File: config.mk
export PLATFORM = sky130hd
export DESIGN_NAME = uart_rx_32b
export DESIGN_NICKNAME = d
export VERILOG_FILES = /design/src/rtl/uart_rx_32b.sv
export SDC_FILE = /design/constraint.sdc
export NUM_CORES = 1
export LEC_CHECK = 0
export CAP_MARGIN = 20
export CORE_MARGIN = 8
export CORE_UTILIZATION = 65
export DETAILED_ROUTE_END_ITERATION = 10
export DONT_BUFFER_PORTS = 1
export GPL_ROUTABILITY_DRIVEN = 0
export PLACE_DENSITY = 0.84
export SLEW_MARGIN = 5
export SYNTH_ARGS = -nofsm -noshare
export SYNTH_HDL_FRONTEND = slang
export SYNTH_SLANG_ARGS = --single-unit
File: constraint.sdc
create_clock -name i_clock -period 3.75 [get_ports i_clock]
set_input_delay 0.375 -clock i_clock [delete_from_list [all_inputs] [get_ports i_clock]]
set_output_delay 0.375 -clock i_clock [all_outputs]
set_load 0.02 [all_outputs]
File: src/rtl/uart_rx_32b.sv
// 8N1 UART receiver with 16x oversampling. Four accepted bytes, least-significant byte
// first, form one 32-bit word. A partial word is discarded after a long idle gap.
module uart_rx_32b #(
    parameter int NB_DATA         = 32,
    parameter int NB_BYTE         = 8,
    parameter int BAUD_DIV        = 650,
    parameter int N_TICKS_PER_BIT = 16,
    parameter int TIMEOUT_BITS    = 32
) (
    input  logic               i_clock,
    input  logic               i_reset,
    input  logic               i_rx,
    output logic [NB_DATA-1:0] o_data,
    output logic [NB_BYTE-1:0] o_byte,
    output logic               o_rx_done_8b_pulse,
    output logic               o_rx_done_32b_pulse,
    output logic               o_frame_error_pulse,
    output logic               o_timeout_pulse,
    output logic [1:0]         o_byte_count
);
    localparam int DIV_W    = (BAUD_DIV > 1) ? $clog2(BAUD_DIV) : 1;
    localparam int S_W      = $clog2(N_TICKS_PER_BIT);
    localparam int N_W      = (NB_BYTE > 1) ? $clog2(NB_BYTE) : 1;
    localparam int TO_TICKS = TIMEOUT_BITS * N_TICKS_PER_BIT;
    localparam int TO_W     = $clog2(TO_TICKS + 1);

    localparam logic [DIV_W-1:0] DIV_LAST = DIV_W'(BAUD_DIV - 1);
    localparam logic [S_W-1:0]   S_MID    = S_W'(N_TICKS_PER_BIT / 2 - 1);
    localparam logic [S_W-1:0]   S_LAST   = S_W'(N_TICKS_PER_BIT - 1);
    localparam logic [N_W-1:0]   N_LAST   = N_W'(NB_BYTE - 1);
    localparam logic [TO_W-1:0]  TO_LAST  = TO_W'(TO_TICKS - 1);

    typedef enum logic [1:0] {IDLE, START, DATA, STOP} state_t;

    state_t                     state;
    logic                       rx_meta, rx_s;
    logic [DIV_W-1:0]           div_cnt;
    logic                       tick;
    logic [S_W-1:0]             s;
    logic [N_W-1:0]             n;
    logic [NB_BYTE-1:0]         shreg;
    logic [NB_DATA-NB_BYTE-1:0] word;
    logic [TO_W-1:0]            to_cnt;

    always_ff @(posedge i_clock) begin
        if (i_reset) begin
            rx_meta <= 1'b1;
            rx_s    <= 1'b1;
        end else begin
            rx_meta <= i_rx;
            rx_s    <= rx_meta;
        end
    end

    assign tick = (div_cnt == DIV_LAST);

    always_ff @(posedge i_clock) begin
        if (i_reset || tick) div_cnt <= '0;
        else                 div_cnt <= div_cnt + 1'b1;
    end

    always_ff @(posedge i_clock) begin
        if (i_reset) begin
            state               <= IDLE;
            s                   <= '0;
            n                   <= '0;
            shreg               <= '0;
            word                <= '0;
            to_cnt              <= '0;
            o_data              <= '0;
            o_byte              <= '0;
            o_byte_count        <= '0;
            o_rx_done_8b_pulse  <= 1'b0;
            o_rx_done_32b_pulse <= 1'b0;
            o_frame_error_pulse <= 1'b0;
            o_timeout_pulse     <= 1'b0;
        end else begin
            o_rx_done_8b_pulse  <= 1'b0;
            o_rx_done_32b_pulse <= 1'b0;
            o_frame_error_pulse <= 1'b0;
            o_timeout_pulse     <= 1'b0;
            case (state)
                IDLE: begin
                    // Start detection wins over a timeout landing on the same cycle.
                    if (!rx_s) begin
                        state  <= START;
                        s      <= '0;
                        to_cnt <= '0;
                    end else if (o_byte_count != 2'd0 && tick) begin
                        if (to_cnt == TO_LAST) begin
                            o_timeout_pulse <= 1'b1;
                            o_byte_count    <= '0;
                            to_cnt          <= '0;
                        end else begin
                            to_cnt <= to_cnt + 1'b1;
                        end
                    end
                end
                START: if (tick) begin
                    if (s == S_MID) begin
                        s     <= '0;
                        n     <= '0;
                        state <= rx_s ? IDLE : DATA;
                    end else begin
                        s <= s + 1'b1;
                    end
                end
                DATA: if (tick) begin
                    if (s == S_LAST) begin
                        s     <= '0;
                        shreg <= {rx_s, shreg[NB_BYTE-1:1]};
                        n     <= n + 1'b1;
                        if (n == N_LAST) state <= STOP;
                    end else begin
                        s <= s + 1'b1;
                    end
                end
                STOP: if (tick) begin
                    if (s == S_LAST) begin
                        s     <= '0;
                        state <= IDLE;
                        if (rx_s) begin
                            o_byte             <= shreg;
                            o_rx_done_8b_pulse <= 1'b1;
                            if (o_byte_count == 2'd3) begin
                                o_data              <= {shreg, word};
                                o_rx_done_32b_pulse <= 1'b1;
                                o_byte_count        <= '0;
                            end else begin
                                for (int i = 0; i < 3; i++)
                                    if (o_byte_count == 2'(i)) word[i*NB_BYTE +: NB_BYTE] <= shreg;
                                o_byte_count <= o_byte_count + 1'b1;
                            end
                        end else begin
                            o_frame_error_pulse <= 1'b1;
                            o_byte_count        <= '0;
                        end
                    end else begin
                        s <= s + 1'b1;
                    end
                end
                default: state <= IDLE;
            endcase
        end
    end
endmodule
==> flow_summary.yaml <==
clocking:
  clock_path_buffers: 2
  clkTransAtPathRegs_ns: 0.09
  post_cts_buffers: 0
  numCtsBuffers: 9
  cts-root-buf: "clkbuf_8"
  clock_sinks: 109
  cts_hold_buffers: 0
  cts_tree: "yes"
  clock_latency_ns: 0.36
  cts_resized: 0
  htree_levels: 3
sta:
  period_share_pct: 75.0
  max_freq_mhz: 356
  hold_ws_ns: 0.0848
  hold_viol_final: 0
  setup_violations: 0
  rsz0062_at_grt: "no"
  fin_ws_ns: 0.937
  final.setup.tns_ns: 0
  slew_headroom_pct: 51.6
  worst_pin_slew_ns: 0.720
  layout_min_cycle_time_ns: 2.81
  drv_slew: 0
  clock_skew_ns: 0.0103
power_and_ir_drop:
  power_density_nw_per_um2: 415
  ir_worst_vdd_mv: 0.277
  p_leak_nw: 1.50
setup_path:
  crit_path_start_kind: "flop"
  cp.arrival_ns: 3.04
  crit_path_end_kind: "flop"
  path_cells: "inv_1 > ha_1 > nor3_1 > or4b_1 > a2111oi_1 > xnor2_1 > nor2_1"
  slowest_stage: "or4b_1"
  cpPeakStageDelay_ns: 0.65
  crit_type: "flop to flop"
  crit_fanout: 9
  crit_required_ns: 3.97
  ff2ff_path_depth: 7
final_layout:
  nets: 488
  ff_latch_area_um2: 2180
  drive_gt1_share_pct: 6.25
  final_cell_mix: "109 x dfxtp_1, 94 x nand2_1, 61 x nor2_1"
  postLayoutCoreUtil_pct: 68.6
  nFillCells: 512
  final_common_cell: "dfxtp_1"
  final_area_um2: 4560
  area_growth_pct: 4.72
  multi_input_area_um2: 2030
  antenna_cells: 0
die:
  placementRows: 30
  coreArea_um2: 6640
  die_h_um: 97.8
  pin_count: 49
  initial_core_util_pct: 65.5
  die_width_um: 97.8
  die_area_um2: 9570
synth:
  synth_xor_area_share_pct: 3.62
  synth_top_family_by_area: "simple AND/OR/NAND/NOR gates"
  muxShareOfSynthArea_pct: 7.85
  synth_enable_flop_cells: 0
  ys_warn_count: 0
  syn_area_per_cell_um2: 8.91
  yosysUniqueCellTypes: 48
  syn-cell-area_um2: 4350
  synth_compound_area_share_pct: 8.89
  synthAdderAreaFrac_pct: 2.88
  yosys.area_share.simple_pct: 23.4
  ys_seq_area_share_pct: 50.2
  ys_ff_latch: 109
  synth_nets: 501
  synthFlopType: "dfxtp_1"
  syn_inst: 488
  synth_async_sr_flop_share_pct: 0
detailed_routing:
  detail_route.wl_per_cell_um: 16.1
  ant_nets: 0
  via_per_inst: 5.97
  drcViolationCount: 0
  routed_wl_mm: 8.99
  drt_iter0_drc: 240
  dr_total_vias: 3341
  drt-pass1-iter-count: 6
grt:
  antenna_found_initial: 0
  grt_max_degree: 94
  grt_pass1_vias: 3139
  overflow: 0
  grtUsageTotal_pct: 18.9
  grt_pass1_wl_mm: 14.8
status:
  status: "finished clean"
job:
  drv_cap: 0
worst_hold_path:
  min_path_type: "primary input to flop"
  whs_path_depth: 1
place:
  dpl.hpwl_mm: 5.98
  postPlaceCellArea_um2: 4360
  portBuffers: 0
  post-place-ws_ns: 1.00
## layout make-up
cell class	instances	share of cell area (%)
sequential	109	47.9
multi-input combinational	345	44.6
clock buffer	10	2.80
tap	80	2.20
clock inverter	6	1.54
inverter	8	0.659
timing repair buffer	2	0.330
## critical path, delay by kind of cell (launching register included)
family | cells | cell delay (ns)
xor gates and xnor gates | 1 | 0.19
and+or+nand+nor | 3 | 0.98
buffers and inverters | 1 | 0.16
adders and majority gates | 1 | 0.27
DFF | 1 | 0.54
AOI/OAI and AO/OA | 1 | 0.55
## cell usage after synthesis (5+ instances only)
cell type | count | area (µm²)
nor2_1 | 61 | 229
ha_1 | 10 | 125
dfxtp_1 | 109 | 2180
nor3_1 | 7 | 35.0
nand3_1 | 16 | 80.1
clkbuf_1 | 21 | 78.8
a21oi_1 | 51 | 255
inv_1 | 8 | 30.0
and3_1 | 7 | 43.8
mux2i_1 | 33 | 330
nand2_1 | 94 | 353
xor2_1 | 5 | 43.8
xnor2_1 | 13 | 114
## flip-flops by register name, summed over array words and instances, names as in the netlist, 2 cells and up, named ones only
signal,cells
to_cnt,10
o_data,32
div_cnt,10
s,4
o_byte,8
n,3
o_byte_count,2
shreg,8
word,24
## cells by family (layout without fill, tap and decap cells)
| group | count (synthesis) | count (layout) |
|---|---|---|
| AND/OR/NAND/NOR | 215 | 215 |
| flip-flops | 109 | 109 |
| AO/OA/AOI/OAI | 68 | 68 |
| multiplexers | 34 | 34 |
| buffers and inverters | 34 | 26 |
| XOR/XNOR | 18 | 18 |
| adder cells (fa/ha/maj) | 10 | 10 |
## power breakdown
part	leakage, nW	internal, W	switching (W)
Combinational	0.529	0.00000745	0.0000132
Clock	0.0948	0.000315	0.000385
Sequential	0.879	0.00116	0.00000715
Total	1.50	0.00148	0.000405
## worst paths after layout
check | end | startpoint | slack, ns
worst max register to register | to_cnt[9]$_SDFFE_PP0P_ | o_byte_count[0]$_SDFFE_PP0P_ | 0.94
worst min register to register | rx_s$_SDFF_PP1_ | rx_meta$_SDFF_PP1_ | 0.42
worst max-delay path | to_cnt[9]$_SDFFE_PP0P_ | o_byte_count[0]$_SDFFE_PP0P_ | 0.94
worst min-delay path | to_cnt[8]$_SDFFE_PP0P_ | i_reset | 0.08
## through the flow
step                      power (W)  cells
after global routing        0.00196    560
after detailed placement    0.00122    544
after floorplan             0.00122    488
after global placement      0.00121    544
final                       0.00189    560
after CTS                   0.00190    560
## per-layer routing
metal / share of wire, % / vias to the layer above / GRT usage, % / routed length [µm]
li1: - / 1626 / - / -
met1: 44 / 1573 / 22.6 / 3960
met2: 46 / 130 / 30.3 / 4180
met3: 8.1 / 12 / 6.90 / 731
met4: 1.4 / 0 / 6.95 / 122
met5: 0 / - / 0 / 0
Note: power is estimated with default switching activity, not from simulation.
